--- src/rtl/fft_hdmi_writer.sv ---
// ============================================================================
// Module   : fft_hdmi_writer
// Purpose  : Converts FFT output beats into alpha-max/beta-min magnitude words
//            and writes the lower half-spectrum of each frame into the HDMI
//            FIFO. Frames are admitted or dropped by FIFO level at frame start.
// Option   : FFT_HDMI_SOF_MARK_EN -- 15-bit magnitude, bit 15 flags bin 0.
// Revision : 1.0 - initial release
// ============================================================================
`default_nettype none

module fft_hdmi_writer #(
  parameter int unsigned NUM_BINS    = 512,
  parameter int unsigned LEVEL_LIMIT = 512
) (
  input  logic               wr_clk,
  input  logic               wr_rst,
  input  logic               s_valid,
  input  logic               s_last,
  input  logic signed [15:0] s_re,
  input  logic signed [15:0] s_im,
  input  logic               fifo_full,
  input  logic [10:0]        fifo_level,
  output logic               fifo_wr_en,
  output logic [15:0]        fifo_wr_data,
  output logic               frame_drop,
  output logic               frame_err,
  output logic               overflow
);

  localparam int unsigned        c_bin_w       = $clog2(NUM_BINS + 1);
  localparam logic [c_bin_w-1:0] c_num_bins    = c_bin_w'(NUM_BINS);
  localparam logic [c_bin_w-1:0] c_last_bin    = c_bin_w'(NUM_BINS - 1);
  localparam logic [11:0]        c_level_limit = 12'(LEVEL_LIMIT);

  localparam logic [1:0] c_st_idle  = 2'd0;
  localparam logic [1:0] c_st_write = 2'd1;
  localparam logic [1:0] c_st_drop  = 2'd2;

  logic [1:0]         r_state;
  logic [1:0]         w_state_nxt;
  logic [c_bin_w-1:0] r_bin_idx;
  logic               w_level_ok;
  logic               w_first;
  logic               w_accept;
  logic               w_drop_dec;

  logic [16:0] w_re_ext;
  logic [16:0] w_im_ext;
  logic [16:0] w_abs_re;
  logic [16:0] w_abs_im;
  logic [16:0] w_max;
  logic [16:0] w_min;
  logic [16:0] w_sum;
  logic [15:0] w_word;

  logic [16:0] r_s1_max;
  logic [16:0] r_s1_min;
  logic        r_s1_vld;
  logic        r_s2_vld;
  logic [15:0] r_s2_data;
  logic [15:0] r_hold;
  logic        r_frame_drop;
  logic        r_frame_err;

  assign w_level_ok = ({1'b0, fifo_level} <= c_level_limit);

  // ---------------------------------------------------------------- FSM
  always_ff @(posedge wr_clk or posedge wr_rst) begin
    if (wr_rst) begin
      r_state <= c_st_idle;
    end else begin
      r_state <= w_state_nxt;
    end
  end

  always_comb begin
    w_state_nxt = r_state;
    case (r_state)
      c_st_idle: begin
        // A single-beat frame completes in the same cycle it is admitted.
        if (s_valid && (r_bin_idx == '0) && !s_last) begin
          w_state_nxt = w_level_ok ? c_st_write : c_st_drop;
        end
      end
      c_st_write,
      c_st_drop: begin
        if (s_valid && s_last) begin
          w_state_nxt = c_st_idle;
        end
      end
      default: w_state_nxt = c_st_idle;
    endcase
  end

  always_comb begin
    w_first    = s_valid && (r_state == c_st_idle) && (r_bin_idx == '0);
    w_drop_dec = w_first && !w_level_ok;
    w_accept   = s_valid && (r_bin_idx < c_num_bins) &&
                 ((r_state == c_st_write) || (w_first && w_level_ok));
  end

  // ---------------------------------------------------------------- bin counter
  always_ff @(posedge wr_clk or posedge wr_rst) begin
    if (wr_rst) begin
      r_bin_idx <= '0;
    end else if (s_valid) begin
      if (s_last) begin
        r_bin_idx <= '0;
      end else if (r_bin_idx < c_num_bins) begin
        r_bin_idx <= r_bin_idx + 1'b1;
      end
    end
  end

  // ---------------------------------------------------------------- magnitude
  always_comb begin
    w_re_ext = {s_re[15], s_re};
    w_im_ext = {s_im[15], s_im};
    w_abs_re = s_re[15] ? (~w_re_ext + 17'd1) : w_re_ext;
    w_abs_im = s_im[15] ? (~w_im_ext + 17'd1) : w_im_ext;
    if (w_abs_re >= w_abs_im) begin
      w_max = w_abs_re;
      w_min = w_abs_im;
    end else begin
      w_max = w_abs_im;
      w_min = w_abs_re;
    end
  end

  always_ff @(posedge wr_clk or posedge wr_rst) begin
    if (wr_rst) begin
      r_s1_max <= '0;
      r_s1_min <= '0;
      r_s1_vld <= 1'b0;
    end else begin
      r_s1_vld <= w_accept;
      if (w_accept) begin
        r_s1_max <= w_max;
        r_s1_min <= w_min;
      end
    end
  end

  assign w_sum = r_s1_max + (r_s1_min >> 2);

`ifdef FFT_HDMI_SOF_MARK_EN
  logic r_s1_first;

  always_ff @(posedge wr_clk or posedge wr_rst) begin
    if (wr_rst) begin
      r_s1_first <= 1'b0;
    end else if (w_accept) begin
      r_s1_first <= (r_bin_idx == '0);
    end
  end

  always_comb begin
    w_word = {r_s1_first, (w_sum > 17'd32767) ? 15'h7FFF : w_sum[14:0]};
  end
`else
  always_comb begin
    w_word = w_sum[16] ? 16'hFFFF : w_sum[15:0];
  end
`endif

  always_ff @(posedge wr_clk or posedge wr_rst) begin
    if (wr_rst) begin
      r_s2_vld  <= 1'b0;
      r_s2_data <= '0;
    end else begin
      r_s2_vld <= r_s1_vld;
      if (r_s1_vld) begin
        r_s2_data <= w_word;
      end
    end
  end

  // ---------------------------------------------------------------- outputs
  // Full is gated in the write cycle itself so a suppressed word never lands.
  always_ff @(posedge wr_clk or posedge wr_rst) begin
    if (wr_rst) begin
      r_hold       <= '0;
      r_frame_drop <= 1'b0;
      r_frame_err  <= 1'b0;
    end else begin
      if (fifo_wr_en) begin
        r_hold <= r_s2_data;
      end
      r_frame_drop <= w_drop_dec;
      r_frame_err  <= s_valid && s_last && (r_bin_idx < c_last_bin);
    end
  end

  assign fifo_wr_en   = r_s2_vld && !fifo_full;
  assign overflow     = r_s2_vld && fifo_full;
  assign fifo_wr_data = fifo_wr_en ? r_s2_data : r_hold;
  assign frame_drop   = r_frame_drop;
  assign frame_err    = r_frame_err;

endmodule

`default_nettype wire

--- config.mk ---
export PLATFORM = sky130hd
export DESIGN_NAME = fft_hdmi_writer
export DESIGN_NICKNAME = d
export VERILOG_FILES = /design/src/rtl/fft_hdmi_writer.sv
export SDC_FILE = /design/constraint.sdc
export NUM_CORES = 1
export LEC_CHECK = 0
export ABC_CLOCK_PERIOD_IN_PS = 3400
export CAP_MARGIN = 10
export CORE_MARGIN = 2
export CORE_UTILIZATION = 46
export CTS_BUF_LIST = sky130_fd_sc_hd__clkbuf_4 sky130_fd_sc_hd__clkbuf_8
export DETAILED_ROUTE_END_ITERATION = 10
export GPL_TIMING_DRIVEN = 1
export PLACE_DENSITY = 0.76
export SYNTH_ARGS = -nofsm -noshare
export SYNTH_HDL_FRONTEND = slang
export SYNTH_SLANG_ARGS = --single-unit
--- constraint.sdc ---
create_clock -name wr_clk -period 3.4 [get_ports wr_clk]
set_input_delay 0.68 -clock wr_clk [delete_from_list [all_inputs] [get_ports wr_clk]]
set_output_delay 0.68 -clock wr_clk [all_outputs]
set_load 0.02 [all_outputs]
==> qor.txt <==
crit-path max FO = 18
GRT overflow = 0
Tmin final = 3903 ps
placed cells = 789
Finish-stage setup viols = 30
Power Total = 5.323 mW
# DRC = 0
Avg Inst Size Synth = 9.956 um2
P per Cell Area = 713.1 nW/um2
Die Span X = 109.8 um
unique cell type count in the Yosys netlist = 61
outcome = finished with violations
sequential share of the synthesized area = 0.3889
Std-Cell Rows = 38
wire per inst = 16.86 um
Post-Syn Area = 5147 um2
non-filler instance count after layout = 836
Root Driver = clkbuf_8
drt via density = 5.742
Total GRT Usage = 0.2357
share of cells above drive strength 1 = 0.3448
WL final = 14.10 mm
asr flop ratio synth = 1.000
Hold/Removal Path Class = flip-flop to flip-flop
critical path startpoint category = input port
final hold vios = 0
first-pass detailed-route iteration total = 5
Initial Util = 0.4728
Post-synth EDFFs = 0
Crit Path Category = input port to flip-flop
top_reg_cell synth = dfrtp_1
clock sink total = 80
top cell type by total area after synthesis = dfrtp_1
Slew Limit Headroom = 0.5693
largest net degree at the start of global routing = 41
CTS buffer count = 9
NumNets Final = 778
failing checks = setup timing
maxcap violations = 0
syn_nets = 603
ant diodes = 0
top-area cell type share of the netlist area = 0.3889
Clock Latency Late Sink = 360 ps
number of global-route vias before repair = 4743
TritonCTS clock tree = built
Critical Path Sink Type = flip-flop
Final HPWL DP = 9.546 mm
Mapped Cells = 517
FMAX = 256.2 MHz
clk buf depth = 2
DR iter-0 viols = 273
Data arrival, critical path = 4140 ps
first-pass GRT wire length = 22.63 mm
final core occ = 0.6855
Syn-to-layout area delta = 44.99%
setup TNS = -10020 ps
maximum vdd drop = 0.0004471 V
Slew @ Worst Pin = 645.1 ps
Yosys Warn Count = 0
WHS = 494.0 ps
Final Wtd Congestion = 0.9266
initial antenna violation count = 0
core area = 10890 um2
# IOs = 68
vias = 4800
Slew Viols, Final = 0
RSZ-0062 raised after global routing = yes
die height = 109.8 um
PortBufs = 67
Clock transition at path regs = 80 ps
final worst slack = -502.7 ps
Die Area = 12050 um2
Leakage = 3.244 nW
Layout Skew = 5.321 ps
Final ANT Viol Nets = 0
H-Tree Depth = 3
Worst Path Required = 3630 ps
Synth Register Bits = 80
period utilisation layout = 1.148
synth top area cells = dfrtp_1 (39%), ha_1 (9.0%), xnor2_1 (4.3%)
-- timing repair --
item	4_1_cts	5_1_grt
pin swaps	52	36
gates resized for setup	91	35
endpoints found under the setup margin	30	30
hold buffers	0	0
gates cloned	1	1
buffers inserted	21	9
-- sequential cells by signal, summed over array words and instances (netlist names), 2 cells and up --
name,flops
r_s1_max,17
r_state,2
r_bin_idx,10
r_s1_min,15
r_s2_data,16
r_hold,16
-- critical path, cell delays in order --
cell and delay [ps]:
clkdlybuf4s50_1 430, buf_4 170, nor4_2 290, nand2_1 160, o21ai_1 200, xor2_1 270
ha_1 320, nand3_2 130, o22ai_1 80, or3_1 370, o221ai_2 230, nand2_2 130
buf_6 170, nor3b_1 170, a211oi_1 310
-- through the flow --
step	cell area, um2	setup WS, ps
3_3_place_gp	6621	-886.1
6_report	7463	-502.7
3_5_place_dp	6621	-1096
2_1_floorplan	5226	-411.6
5_1_grt	7463	-619.4
4_1_cts	7282	-315.9
-- cells in the mapped netlist (2+ instances only) --
master and n:
a211oi_1 9, a211oi_2 5, a21o_1 7, a21oi_1 20, a221oi_1 2, a22o_1 2, a31oi_1 4, and2_1 4
and3_1 9, and4_1 2, buf_2 2, buf_6 2, clkbuf_1 13, conb_1 2, dfrtp_1 80, ha_1 37
inv_1 22, mux2_2 19, mux2i_1 2, nand2_1 22, nand2b_1 7, nand3_1 25, nand4_1 2, nor2_1 40
nor2b_1 5, nor3_1 5, nor3b_1 16, nor4_1 6, o21a_1 3, o21ai_0 24, o221a_2 12, o221ai_1 3
o22a_1 13, o22ai_1 2, o31ai_1 7, o32a_1 2, o41a_1 2, o41ai_1 3, or2_2 4, or3_1 6
or4_1 4, xnor2_1 25, xor2_1 18
-- cell families after synthesis --
group,count (synthesis),synth area share
buffers and inverters,41,0.03403
AND/OR/NAND/NOR,160,0.1648
AO/OA/AOI/OAI,132,0.1984
multiplexers,21,0.04546
XOR/XNOR,43,0.07316
other,2,0.001459
adder cells (fa/ha/maj),38,0.09383
flip-flops,80,0.3889
-- placed cells by master (no fill, tap or decap), drive strengths merged, types with 5 or more instances in the layout --
master         instances
o31ai                  7
nand3                 25
clkbuf                15
nor2b                  5
nor2                  40
xor2                  18
mux2                  19
xnor2                 25
inv                   22
nor3b                 16
o21ai                 25
clkdlybuf4s50         53
o221a                 12
nand2b                 7
and3                   9
nand2                 22
a211oi                14
or3                    6
or4                    5
nor3                   5
ha                    37
dfrtp                 80
a21o                   7
nor4                   6
o22a                  13
a21oi                 20
buf                  122
-- per-layer routing --
| layer | global-route usage | vias to the layer above | wire length, um |
|---|---|---|---|
| li1 | - | 2269 | - |
| met3 | 0.03260 | 32 | 566 |
| met1 | 0.3045 | 2328 | 6094 |
| met2 | 0.4062 | 171 | 7076 |
| met4 | 0.07505 | 0 | 361 |
| met5 | 0 | - | 0 |
-- final cells by class --
class / count / area, um2
inverters: 22 / 82.58
multi-input cells: 396 / 3433
clock buffers: 12 / 152.6
well taps: 140 / 175.2
fillers: 756 / 3425
clock inverters: 3 / 42.54
repair buffers: 183 / 1575
flip-flops and latches: 80 / 2002
-- path summary, 6_finish.rpt --
check	start	endpoint	slack, ps	cells past startpoint
setup reg to reg	r_s1_min[2]$_DFFE_PP0P_	r_s2_data[15]$_DFFE_PP0P_	450	10
max in group asynchronous	wr_rst	r_s1_max[13]$_DFFE_PP0P_	1900	3
hold / removal	r_s1_min[16]$_DFFE_PP0P_	r_s1_min[16]$_DFFE_PP0P_	490	1
min in group asynchronous	wr_rst	frame_err$_DFF_PP0_	720	2
hold reg to reg	r_s1_min[16]$_DFFE_PP0P_	r_s1_min[16]$_DFFE_PP0P_	490	1
setup / recovery	s_im[5]	r_s1_max[9]$_DFFE_PP0P_	-500	15
-- report_power, final --
part	leakage, nW	internal [mW]	switching, mW
sequential	0.953	1.34	0.241
combinational	2.19	1.56	1.49
clock	0.0993	0.371	0.332
total	3.24	3.26	2.06
(Power assumes the default switching activity.)
